### src/rtl/edge_log_pkg.sv
// Shared definitions for the edge event logger.
//   ev_flags_t  : event flag bundle {a_rose, a_fell, b_chg}
//   FLAG_*      : bit positions of each flag inside a 3-bit flag field
//   rec_width() : width of one queued record {timestamp, flags, bus value}
package edge_log_pkg;

  localparam int FLAG_ROSE = 2;
  localparam int FLAG_FELL = 1;
  localparam int FLAG_BCHG = 0;

  typedef struct packed {
    logic a_rose;
    logic a_fell;
    logic b_chg;
  } ev_flags_t;

  function automatic int rec_width(input int ts_w, input int bw);
    return ts_w + 3 + bw;
  endfunction

endpackage

### src/rtl/edge_log_fifo.sv
// Generic synchronous show-ahead FIFO.
//   clk, rst_n : clock and asynchronous active-low reset
//   push/wdata : write request and data; ignored when full unless popping too
//   pop        : read request; ignored when empty
//   rdata      : head entry, valid whenever empty is low
//   full/empty : occupancy flags
//   count      : occupancy, 0..DEPTH
module edge_log_fifo #(
  parameter int DW    = 8,
  parameter int DEPTH = 8
) (
  input  logic                     clk,
  input  logic                     rst_n,
  input  logic                     push,
  input  logic [DW-1:0]            wdata,
  input  logic                     pop,
  output logic [DW-1:0]            rdata,
  output logic                     full,
  output logic                     empty,
  output logic [$clog2(DEPTH):0]   count
);

  localparam int AW = $clog2(DEPTH);
  localparam int CW = AW + 1;

  logic [DW-1:0] mem [DEPTH];
  logic [AW-1:0] wr_ptr;
  logic [AW-1:0] rd_ptr;
  logic          do_push;
  logic          do_pop;

  assign full  = (count == CW'(DEPTH));
  assign empty = (count == '0);

  // A full FIFO still accepts a write when the head leaves in the same cycle.
  assign do_pop  = pop & ~empty;
  assign do_push = push & (~full | do_pop);

  assign rdata = mem[rd_ptr];

  // Pointers wrap naturally since DEPTH is a power of two.
  always_ff @(posedge clk or negedge rst_n) begin
    if (!rst_n) begin
      wr_ptr <= '0;
      rd_ptr <= '0;
      count  <= '0;
      for (int i = 0; i < DEPTH; i++) begin
        mem[i] <= '0;
      end
    end else begin
      if (do_push) begin
        mem[wr_ptr] <= wdata;
        wr_ptr      <= wr_ptr + AW'(1);
      end
      if (do_pop) begin
        rd_ptr <= rd_ptr + AW'(1);
      end
      if (do_push && !do_pop) begin
        count <= count + CW'(1);
      end else if (do_pop && !do_push) begin
        count <= count - CW'(1);
      end
    end
  end

endmodule

### src/rtl/edge_event_logger.sv
// Cycle-sampled edge/change monitor with a timestamped event queue.
//   clk, rst_n : clock and asynchronous active-low reset
//   sig_a      : monitored strobe (rise/fall detection)
//   sig_b      : monitored BW-bit bus (change detection)
//   ev_valid   : head record present
//   ev_ready   : consumer takes the head record this cycle
//   ev_ts      : head record timestamp (ts at the sampling edge)
//   ev_flags   : head record flags {a_rose, a_fell, b_chg}
//   ev_b       : head record bus value after the change
//   ev_count   : queue occupancy
//   ovf_cnt    : saturating count of records dropped on a full queue
//   clr_ovf    : synchronous clear of ovf_cnt
module edge_event_logger
  import edge_log_pkg::*;
#(
  parameter int BW    = 4,
  parameter int TS_W  = 16,
  parameter int DEPTH = 8,
  parameter int OVF_W = 8
) (
  input  logic                     clk,
  input  logic                     rst_n,
  input  logic                     sig_a,
  input  logic [BW-1:0]            sig_b,
  output logic                     ev_valid,
  input  logic                     ev_ready,
  output logic [TS_W-1:0]          ev_ts,
  output logic [2:0]               ev_flags,
  output logic [BW-1:0]            ev_b,
  output logic [$clog2(DEPTH):0]   ev_count,
  output logic [OVF_W-1:0]         ovf_cnt,
  input  logic                     clr_ovf
);

  localparam int RW = rec_width(TS_W, BW);

  logic [TS_W-1:0] ts;
  logic            cur_a;
  logic [BW-1:0]   cur_b;
  logic [TS_W-1:0] cur_ts;
  logic            prev_a;
  logic [BW-1:0]   prev_b;
  logic            warm;
  logic            hist;
  ev_flags_t       flags;
  logic            any_ev;
  logic            pop;
  logic            full;
  logic            empty;
  logic [RW-1:0]   wdata;
  logic [RW-1:0]   rdata;
  logic            drop;

  // Free-running timestamp; wraps silently.
  always_ff @(posedge clk or negedge rst_n) begin
    if (!rst_n) begin
      ts <= '0;
    end else begin
      ts <= ts + TS_W'(1);
    end
  end

  // warm marks that cur holds a real sample; hist marks that prev does too.
  // Detection needs both, so the first sample after reset never compares
  // against the reset value of prev.
  always_ff @(posedge clk or negedge rst_n) begin
    if (!rst_n) begin
      cur_a  <= 1'b0;
      cur_b  <= '0;
      cur_ts <= '0;
      prev_a <= 1'b0;
      prev_b <= '0;
      warm   <= 1'b0;
      hist   <= 1'b0;
    end else begin
      cur_a  <= sig_a;
      cur_b  <= sig_b;
      cur_ts <= ts;
      prev_a <= cur_a;
      prev_b <= cur_b;
      warm   <= 1'b1;
      hist   <= warm;
    end
  end

  always_comb begin
    flags = '0;
    if (hist) begin
      flags.a_rose = ~prev_a & cur_a;
      flags.a_fell = prev_a & ~cur_a;
      flags.b_chg  = (prev_b != cur_b);
    end
  end

  // All events seen in one sample share a single record.
  assign any_ev = flags.a_rose | flags.a_fell | flags.b_chg;
  assign wdata  = {cur_ts, flags, cur_b};
  assign pop    = ev_valid & ev_ready;
  assign drop   = any_ev & full & ~pop;

  edge_log_fifo #(
    .DW    (RW),
    .DEPTH (DEPTH)
  ) u_fifo (
    .clk   (clk),
    .rst_n (rst_n),
    .push  (any_ev),
    .wdata (wdata),
    .pop   (pop),
    .rdata (rdata),
    .full  (full),
    .empty (empty),
    .count (ev_count)
  );

  assign ev_valid = ~empty;

  always_comb begin
    ev_ts              = rdata[RW-1 -: TS_W];
    ev_flags           = '0;
    ev_flags[FLAG_ROSE] = rdata[BW + FLAG_ROSE];
    ev_flags[FLAG_FELL] = rdata[BW + FLAG_FELL];
    ev_flags[FLAG_BCHG] = rdata[BW + FLAG_BCHG];
    ev_b               = rdata[BW-1:0];
  end

  // A clear takes priority over a simultaneous drop.
  always_ff @(posedge clk or negedge rst_n) begin
    if (!rst_n) begin
      ovf_cnt <= '0;
    end else if (clr_ovf) begin
      ovf_cnt <= '0;
    end else if (drop && (ovf_cnt != {OVF_W{1'b1}})) begin
      ovf_cnt <= ovf_cnt + OVF_W'(1);
    end
  end

endmodule

### config.mk
export PLATFORM = sky130hd
export DESIGN_NAME = edge_event_logger
export DESIGN_NICKNAME = d
export VERILOG_FILES = /design/src/rtl/edge_log_pkg.sv /design/src/rtl/edge_log_fifo.sv /design/src/rtl/edge_event_logger.sv
export SDC_FILE = /design/constraint.sdc
export NUM_CORES = 1
export LEC_CHECK = 0
export CAP_MARGIN = 20
export CORE_MARGIN = 3
export CORE_UTILIZATION = 50
export DETAILED_ROUTE_END_ITERATION = 7
export GPL_TIMING_DRIVEN = 0
export PLACE_DENSITY = 0.67
export SYNTH_ARGS = -nofsm -noshare
export SYNTH_HDL_FRONTEND = slang
export SYNTH_HIERARCHICAL = 1
export SYNTH_SLANG_ARGS = --single-unit
### constraint.sdc
create_clock -name clk -period 3.6 [get_ports clk]
set_input_delay 0.9 -clock clk [delete_from_list [all_inputs] [get_ports clk]]
set_output_delay 0.9 -clock clk [all_outputs]
set_load 0.01 [all_outputs]
==> run metrics <==
outcome finished, final reports clean; Main synth FF type dfrtp_1; CP arrival 2600 ps; number of antenna violations at the first check in global routing 0; Post-CTS Setup Bufs 0; vias in the first global route 6543; Total GRT Usage 19.4%; slew margin rel. 38.8%; post-synthesis async set-or-reset flop share 100%; setup TNS 0 ps; Peak supply drop 0.000427 V; sequential element share of the synthesized area 56.7%; multi-input logic area 4430 um^2; core region area 21200 um^2; max cap viols 0; CTS Buf Count 26; Worst-Skew Late Latency 520 ps; Die ar. 23500 um^2; Final ANT Viol Nets 0; # IOs 45; starting density of the core 51.3%; Reg area 6160 um^2; routed len/inst 21.7 um; Max clock buf depth 3; Fill cells 1578; Worst Tran Pin Value 916 ps; Worst Setup EP ev_ts[15]; Hold WC Path Type input port to asynchronous set/reset pin; share of post-route cells with drive strength above 1 44.6%; RSZ-0062 raised after global routing false; share of the clock period used by the worst path 97.4%; RR Startpoint u_fifo/count[2]; Final setup viols 0; Yosys reg bits 246; syn_area_per_cell 16.1 um^2; Synth warnings 6; WP data required 2700 ps; met1 Resource Use GR 27.0%; Final GP Congestion 0.743; routed wire length 22500 um; synth top area cells dfrtp_1, mux2_2, mux4_2, buf_6, xnor2_1; H-tree Lvls 1; 1st-iter DRT viols 372; GRT busiest layer met2; Mapped Cells 672; leak pwr 5.73 nW; R2R setup slack 200 ps; Vias/cell 5.75; # port buffers 43; register clock-pin slew on the reported worst setup and hold paths 60 ps; Root Driver clkbuf_16; count leader, synth dfrtp_1; reg2reg end u_fifo/count[3]; dpl hpwl 14400 um; max-slew violation count 0; ant diodes 0; nets@finish 763; EDFF count, synth 0; Layout area overhead 17.4%; met3 Usage GRT 2.97%; Hold Slack 273 ps; dpl ws -467 ps; kind of critical path flip-flop to output pin; chip width 153 um; pwr dens 791 nW/um^2; post-route DRC violation count 0; crit-path max FO 10; Tmin final 3500 ps; clk_skew 11.5 ps; clk sink count 246; crit path launch type flip-flop; Synth area leader dfrtp_1; post-synth design cell area 10800 um^2; Final Core Density 60.2%; first-pass GRT wire length 36300 um; Net Count, Synth 689; CTS tree done; share of the synthesized area in the top cell type 56.7%; worst setup path startpoint u_fifo/rd_ptr[1]; gr ovfl total 0; Synth cell types 43; Final Worst Setup Slack 95.3 ps; DR vias 5975; DRT Pass-1 Iters 4; Synth top cells by count dfrtp_1, mux2_2, mux4_2; CTS resizes 27; Die H 153 um; Cell Rows 53; R2R cell count 11; met2 Use GR 32.3%; f_max 285 MHz; cts hold-fix bufs 0; final hold violations 0; largest net degree at the start of global routing 99; Worst Setup End Kind output pin
[per-stage QoR]
step	total power, mW	instance area (um^2)	std cells
4_1_cts	10.2	12700	1040
2_1_floorplan	6.00	10800	672
6_report	10.1	12700	1040
5_1_grt	10.6	12700	1040
3_3_place_gp	6.98	11600	990
3_5_place_dp	7.16	11700	993
[how the worst min path moves through the flow]
stage           from         end  slack, ps
2_1_floorplan   warm        hist        330
6_report       rst_n  ovf_cnt[2]        270
5_1_grt        rst_n  ovf_cnt[2]        290
3_3_place_gp    warm        hist        340
4_1_cts        rst_n  ovf_cnt[1]        280
3_5_place_dp    warm        hist        360
[sequential cells by signal (all words and copies together) (netlist names)]
register       cells
u_fifo/mem       184
cur_ts            16
ts                16
ovf_cnt            8
cur_b              4
prev_b             4
u_fifo/count       4
u_fifo/rd_ptr      3
u_fifo/wr_ptr      3
cur_a              1
hist               1
prev_a             1
warm               1
[metal layers]
layer / routed length (um) / up-vias
li1: - / 2643
met1: 10100 / 3202
met2: 11100 / 95
met3: 753 / 35
met4: 560 / 0
met5: 0 / -
[cell families after synthesis]
group | count (synthesis) | synth area share, %
xor+xnor | 26 | 2.10
simple gates | 58 | 2.93
buf+inv | 43 | 2.61
mux | 258 | 31.5
fa+ha+maj | 8 | 0.992
other cells | 1 | 0.0346
flops | 246 | 56.7
compound gates | 32 | 3.07
[critical path, stage by stage, from the launching register on]
cell and delay [ps]:
dfrtp_1 370, clkbuf_4 260, clkbuf_4 300, mux4_2 330
mux2_2 320, clkdlybuf4s50_1 490
[cell type report]
class / instances / share of cell area [%]
Buffer: 34 / 2.63
Clock buffer: 36 / 6.04
Clock inverter: 11 / 1.41
Inverter: 9 / 0.265
Multi-Input combinational cell: 383 / 34.7
Sequential cell: 246 / 48.3
Tap cell: 275 / 2.70
Timing Repair Buffer: 46 / 3.89
[where the power goes]
group	internal (mW)	switching [mW]	leakage, nW
clock	1.84	1.06	0.474
sequential	3.41	0.393	3.17
combinational	1.94	1.44	2.09
[layout by cell type, fill, tap and decap left out, types with 4 or more instances in the layout]
cell type          n
xnor2_1           16
mux4_2            46
nand2_1            9
clkinv_2           6
nor2_1            10
clkbuf_16         27
bufinv_16          5
xor2_1            10
or4_1              4
mux2_1             8
o21ai_0            4
clkbuf_4           4
nand3_1           14
mux2_2           202
clkbuf_8           7
ha_1               7
inv_1              9
buf_6             14
clkdlybuf4s50_1   42
or3_1              4
a21oi_1            8
clkbuf_1           4
buf_2              4
dfrtp_1          245
Power figures use the tool's default switching activity.
